### config.mk
export PLATFORM = sky130hd
export DESIGN_NAME = cam_ctrl
export DESIGN_NICKNAME = d
export VERILOG_FILES = /design/src/rtl/cam_ctrl.sv
export SDC_FILE = /design/constraint.sdc
export NUM_CORES = 1
export LEC_CHECK = 0
export BUFFER_PORTS_ARGS = -buffer_cell sky130_fd_sc_hd__buf_2
export CAP_MARGIN = 20
export CELL_PAD_IN_SITES_DETAIL_PLACEMENT = 1
export CELL_PAD_IN_SITES_GLOBAL_PLACEMENT = 1
export CORE_MARGIN = 4
export CORE_UTILIZATION = 41
export CTS_CLUSTER_SIZE = 20
export DETAILED_ROUTE_END_ITERATION = 10
export PLACE_DENSITY_LB_ADDON = 0.1
export SYNTH_ARGS = -nofsm -noshare
export SYNTH_HDL_FRONTEND = slang
export SYNTH_SLANG_ARGS = --single-unit
### constraint.sdc
create_clock -name clk -period 5.36 [get_ports clk]
set_input_delay 1.072 -clock clk [delete_from_list [all_inputs] [get_ports clk]]
set_output_delay 1.072 -clock clk [all_outputs]
set_load 0.01 [all_outputs]
### src/rtl/cam_ctrl.sv
// Sequencing controller and round-robin arbiter for a flip-flop based CAM.
// Optional flush support is enabled by defining CAM_FLUSH_EN (adds the flush_req port).
module cam_ctrl #(
  parameter int WIDTH = 8,
  parameter int DEPTH = 8,
  parameter int IDX_W = $clog2(DEPTH)
) (
  input  logic                   clk,
  input  logic                   reset,
`ifdef CAM_FLUSH_EN
  input  logic                   flush_req,
`endif
  input  logic                   ins_req,
  input  logic [WIDTH-1:0]       ins_key,
  output logic                   ins_gnt,
  input  logic                   del_req,
  input  logic [WIDTH-1:0]       del_key,
  output logic                   del_gnt,
  input  logic                   srch_req,
  input  logic [WIDTH-1:0]       srch_key,
  output logic                   srch_gnt,
  output logic [WIDTH-1:0]       ff_data_i,
  output logic [DEPTH-1:0]       ff_load,
  output logic                   ff_rst,
  input  logic [DEPTH*WIDTH-1:0] ff_data_o,
  output logic                   rsp_valid,
  output logic [1:0]             rsp_op,
  output logic                   rsp_hit,
  output logic [IDX_W-1:0]       rsp_idx,
  output logic                   rsp_err,
  output logic [IDX_W:0]         count,
  output logic                   full,
  output logic                   empty
);

  localparam logic [1:0] S_IDLE   = 2'd0;
  localparam logic [1:0] S_LOOKUP = 2'd1;
  localparam logic [1:0] S_EXEC   = 2'd2;

  localparam logic [1:0] OP_INS  = 2'd0;
  localparam logic [1:0] OP_DEL  = 2'd1;
  localparam logic [1:0] OP_SRCH = 2'd2;
`ifdef CAM_FLUSH_EN
  localparam logic [1:0] OP_FLUSH = 2'd3;
`endif

  logic [1:0]       state_reg;
  logic [1:0]       rr_ptr_reg;
  logic [1:0]       op_reg;
  logic [WIDTH-1:0] key_reg;
  logic [DEPTH-1:0] valid_reg;
  logic [DEPTH-1:0] match_reg;
  logic [DEPTH-1:0] match_next;
  logic [IDX_W:0]   count_reg;

  logic [3:0]       req_vec;
  logic [1:0]       cand1;
  logic [1:0]       cand2;
  logic             grant_any;
  logic [1:0]       grant_sel;
  logic [WIDTH-1:0] grant_key;

  logic             ex_hit;
  logic [IDX_W-1:0] hit_idx;
  logic [IDX_W-1:0] free_idx;
  logic [DEPTH-1:0] free_onehot;
  logic [DEPTH-1:0] hit_onehot;

  assign count = count_reg;
  assign full  = (count_reg == (IDX_W+1)'(DEPTH));
  assign empty = (count_reg == '0);

`ifdef CAM_FLUSH_EN
  logic flush_pulse_reg;
  assign ff_rst = reset | flush_pulse_reg;
`else
  assign ff_rst = reset;
`endif

  // Round-robin: try rr_ptr first, then the two requesters after it.
  assign req_vec = {1'b0, srch_req, del_req, ins_req};

  always_comb begin
    cand1     = (rr_ptr_reg == 2'd2) ? 2'd0 : rr_ptr_reg + 2'd1;
    cand2     = (rr_ptr_reg == 2'd0) ? 2'd2 : rr_ptr_reg - 2'd1;
    grant_any = 1'b0;
    grant_sel = 2'd0;
    if (req_vec[rr_ptr_reg]) begin
      grant_any = 1'b1;
      grant_sel = rr_ptr_reg;
    end else if (req_vec[cand1]) begin
      grant_any = 1'b1;
      grant_sel = cand1;
    end else if (req_vec[cand2]) begin
      grant_any = 1'b1;
      grant_sel = cand2;
    end
  end

  always_comb begin
    case (grant_sel)
      OP_DEL:  grant_key = del_key;
      OP_SRCH: grant_key = srch_key;
      default: grant_key = ins_key;
    endcase
  end

  for (genvar gi = 0; gi < DEPTH; gi++) begin : g_match
    assign match_next[gi] = valid_reg[gi] && (ff_data_o[gi*WIDTH +: WIDTH] == key_reg);
  end

  // Lowest-index priority for both the matched entry and the free slot.
  always_comb begin
    hit_idx  = '0;
    free_idx = '0;
    for (int i = DEPTH - 1; i >= 0; i--) begin
      if (match_reg[i]) hit_idx = IDX_W'(i);
      if (!valid_reg[i]) free_idx = IDX_W'(i);
    end
  end

  assign ex_hit      = |match_reg;
  assign free_onehot = DEPTH'(1) << free_idx;
  assign hit_onehot  = DEPTH'(1) << hit_idx;

  always_ff @(posedge clk or posedge reset) begin
    if (reset) begin
      state_reg  <= S_IDLE;
      rr_ptr_reg <= 2'd0;
      op_reg     <= 2'd0;
      key_reg    <= '0;
      valid_reg  <= '0;
      match_reg  <= '0;
      count_reg  <= '0;
      ins_gnt    <= 1'b0;
      del_gnt    <= 1'b0;
      srch_gnt   <= 1'b0;
      ff_data_i  <= '0;
      ff_load    <= '0;
      rsp_valid  <= 1'b0;
      rsp_op     <= 2'd0;
      rsp_hit    <= 1'b0;
      rsp_idx    <= '0;
      rsp_err    <= 1'b0;
`ifdef CAM_FLUSH_EN
      flush_pulse_reg <= 1'b0;
`endif
    end else begin
      ins_gnt   <= 1'b0;
      del_gnt   <= 1'b0;
      srch_gnt  <= 1'b0;
      ff_load   <= '0;
      rsp_valid <= 1'b0;
      rsp_op    <= 2'd0;
      rsp_hit   <= 1'b0;
      rsp_idx   <= '0;
      rsp_err   <= 1'b0;
`ifdef CAM_FLUSH_EN
      flush_pulse_reg <= 1'b0;
`endif
      case (state_reg)
        S_IDLE: begin
`ifdef CAM_FLUSH_EN
          if (flush_req) begin
            flush_pulse_reg <= 1'b1;
            valid_reg       <= '0;
            count_reg       <= '0;
            op_reg          <= OP_FLUSH;
            state_reg       <= S_EXEC;
          end else
`endif
          if (grant_any) begin
            op_reg     <= grant_sel;
            key_reg    <= grant_key;
            rr_ptr_reg <= (grant_sel == 2'd2) ? 2'd0 : grant_sel + 2'd1;
            ins_gnt    <= (grant_sel == OP_INS);
            del_gnt    <= (grant_sel == OP_DEL);
            srch_gnt   <= (grant_sel == OP_SRCH);
            state_reg  <= S_LOOKUP;
          end
        end
        S_LOOKUP: begin
          match_reg <= match_next;
          state_reg <= S_EXEC;
        end
        S_EXEC: begin
          state_reg <= S_IDLE;
          rsp_valid <= 1'b1;
          rsp_op    <= op_reg;
          case (op_reg)
            OP_INS: begin
              if (ex_hit) begin
                rsp_hit <= 1'b1;
                rsp_idx <= hit_idx;
              end else if (!full) begin
                ff_data_i <= key_reg;
                ff_load   <= free_onehot;
                valid_reg <= valid_reg | free_onehot;
                count_reg <= count_reg + 1'b1;
                rsp_idx   <= free_idx;
              end else begin
                rsp_err <= 1'b1;
              end
            end
            OP_DEL: begin
              if (ex_hit) begin
                valid_reg <= valid_reg & ~hit_onehot;
                count_reg <= count_reg - 1'b1;
                rsp_hit   <= 1'b1;
                rsp_idx   <= hit_idx;
              end
            end
            OP_SRCH: begin
              rsp_hit <= ex_hit;
              rsp_idx <= ex_hit ? hit_idx : '0;
            end
            default: ;
          endcase
        end
        default: state_reg <= S_IDLE;
      endcase
    end
  end

endmodule

==> reports/qor.yml <==
status: "finished, final reports clean"
dpl_cell_area_mm2: 0.00446
synthToLayoutAreaGrowth_pct: 24.1
synth_top_family_by_area: "simple AND/OR/NAND/NOR gates"
p_leak_nw: 2.29
cts_buffers: 9
cp_top_family: "simple AND/OR/NAND/NOR gates"
synth.area.top_cells: "dfrtp_1 41%, xor2_1 13%, o21ai_0 4.4%"
nets: 622
root_buffer: "clkbuf_8"
drt-total-wl_mm: 11.1
drive_gt1_share_pct: 31.9
drv_slew: 0
die_x_um: 104
async_flop_share_pct: 100
netlist.area_leader.share_pct: 40.6
dp_hpwl_mm: 8.76
antenna_found_initial: 0
timing.slew.headroom_pct: 49.1
drtPass1Iterations: 4
vias: 3395
final_area_mm2: 0.00466
synth-xor-area-share_pct: 15.9
antennaDiodeCount: 0
wire_per_inst_um: 17.6
drt_iter0_markers: 72
yosysSeqAreaShare_pct: 40.6
cts_setup_buffers: 0
grt_overflow_total: 0
fmax_mhz: 358
critPathMaxFanout: 6
synth_top_cell_by_area: "dfrtp_1"
crit_buf_inv: 2
synth.distinct_cells: 51
synth.most_common_cell: "dfrtp_1"
cts_hold_buf: 0
grt_pass1_wl_mm: 18.6
ys_warn_count: 0
cp_data_arrival_time_ns: 1.72
cts_tree: "yes"
via_per_inst: 5.41
coreArea_mm2: 0.00881
ant_nets: 0
irDropWorstVdd_uv: 210
clkLatencyLatePin_ns: 0.35
numClockSinks: 61
critPathLaunchType: "flip-flop"
die_area_mm2: 0.0108
fin_setup_tns_ns: 0
required_ns: 4.29
clock_path_buffers: 2
cts_max_level: 3
cpPeakStageDelay_ns: 0.62
synth-compound-area-share_pct: 12.8
yosys-top-cells-count: "61 x dfrtp_1, 54 x xor2_1, 35 x nand2_1"
syn_inst: 393
hold_path.class: "flip-flop to flip-flop"
rsz0062_at_grt: "false"
fin_crit_ns: 2.79
drc_errors: 0
fin_worst_skew_ns: 0.0116
syn-cell-area_mm2: 0.00376
grt_pass1_vias: 3745
row_count: 34
synth.ff_latch_count: 61
post_cts_resized: 0
io_pins: 127
finalSetupViolCount: 0
start_util_pct: 42.7
crit_chain: "or4b_1 -> inv_1 -> buf_2"
dieHeight_um: 104
grt_usage_pct: 21.3
hold_violations: 0
synth_edf_count: 0
synth_nets: 500
power_density_mw_per_mm2: 513
slowest_stage: "or4b_1"
yosys.area_share.simple_pct: 17.4
endpoint_kind: "output pin"
postSynthAreaPerCell_um2: 9.56
maxCapViolations: 0
tightest_slew_ns: 0.764
globalplace.congestion: 0.834
portBuffers: 126
clk_pin_slew_worst_paths_ns: 0.08
worst-setup-path-type: "flip-flop to output pin"
period_share_pct: 52.1
grt_max_degree: 62
synth_mux_area_share_pct: 4.66
synth-adder-area-share_pct: 4.86
synth_ff_type: "dfrtp_1"
area by class of cell:
type / instances / area, um^2
clock inverter: 7 / 75.1
sequential: 61 / 1530
inverter: 19 / 71.3
fill: 1067 / 4140
timing repair buffer: 128 / 646
multi-input combinational: 296 / 2090
tap: 108 / 135
clock buffer: 9 / 124
kinds of logic after synthesis:
kind of cell,count (synthesis)
and+or+nand+nor,125
AOI/OAI and AO/OA,73
xor gates and xnor gates,68
DFF,61
buffers and inverters,36
muxes,16
adders and majority gates,14
layout by cell type, fill, tap and decap left out, drive strengths merged, types with 13 or more instances in the layout:
| master | synthesis | routed |
|---|---|---|
| xnor2 | 14 | 14 |
| xor2 | 54 | 54 |
| nor4 | 13 | 13 |
| dfrtp | 61 | 61 |
| buf | 4 | 128 |
| nand2 | 35 | 35 |
| inv | 18 | 19 |
| ha | 13 | 13 |
| nor2 | 25 | 25 |
| o21ai | 34 | 34 |
through the flow:
stage | hold WS, ns | util (%) | std cells | power (mW) | setup slack [ns]
2_1_floorplan | 0.485 | - | 393 | 1.63 | 2.68
3_3_place_gp | 0.485 | 50.6 | 611 | 1.92 | 2.25
3_5_place_dp | 0.494 | 50.6 | 611 | 1.99 | 2.00
4_1_cts | 0.515 | 52.9 | 627 | 2.41 | 2.39
5_1_grt | 0.534 | 53.0 | 628 | 2.61 | 2.32
6_report | 0.514 | 53.0 | 628 | 2.39 | 2.57
path summary, 6_finish.rpt:
kind	start	to	depth (start not counted)	slack (ns)
setup / recovery	count[0]	full	3	2.57
hold / removal	ff_data_i[5]	ff_data_i[5]	1	0.51
setup reg to reg	rr_ptr_reg[1]	key_reg[5]	12	2.62
hold reg to reg	ff_data_i[5]	ff_data_i[5]	1	0.51
max in group asynchronous	reset	state_reg[1]	3	3.89
min in group asynchronous	reset	ff_load[0]	3	0.96
worst register-to-register path, cell delays in order (launching register included):
cell	delay [ns]
dfrtp_1	0.47
inv_1	0.12
ha_1	0.26
mux2i_1	0.14
o22ai_1	0.21
nor2_1	0.07
o32a_1	0.39
inv_1	0.13
ha_1	0.34
a22oi_1	0.14
nand2_1	0.09
o21ai_0	0.08
o21ai_0	0.21
report_power, final:
group	internal, mW	switching (mW)
sequential	0.589	0.236
clock	0.216	0.201
combinational	0.513	0.637
metal layers:
layer	global-route usage, %	vias up	wire length, um
li1	-	1615	-
met1	25.6	1658	4710
met2	37.7	107	5520
met3	5.72	15	665
met4	5.60	0	171
met5	0	-	0
Note: power is estimated with default switching activity, not from simulation.
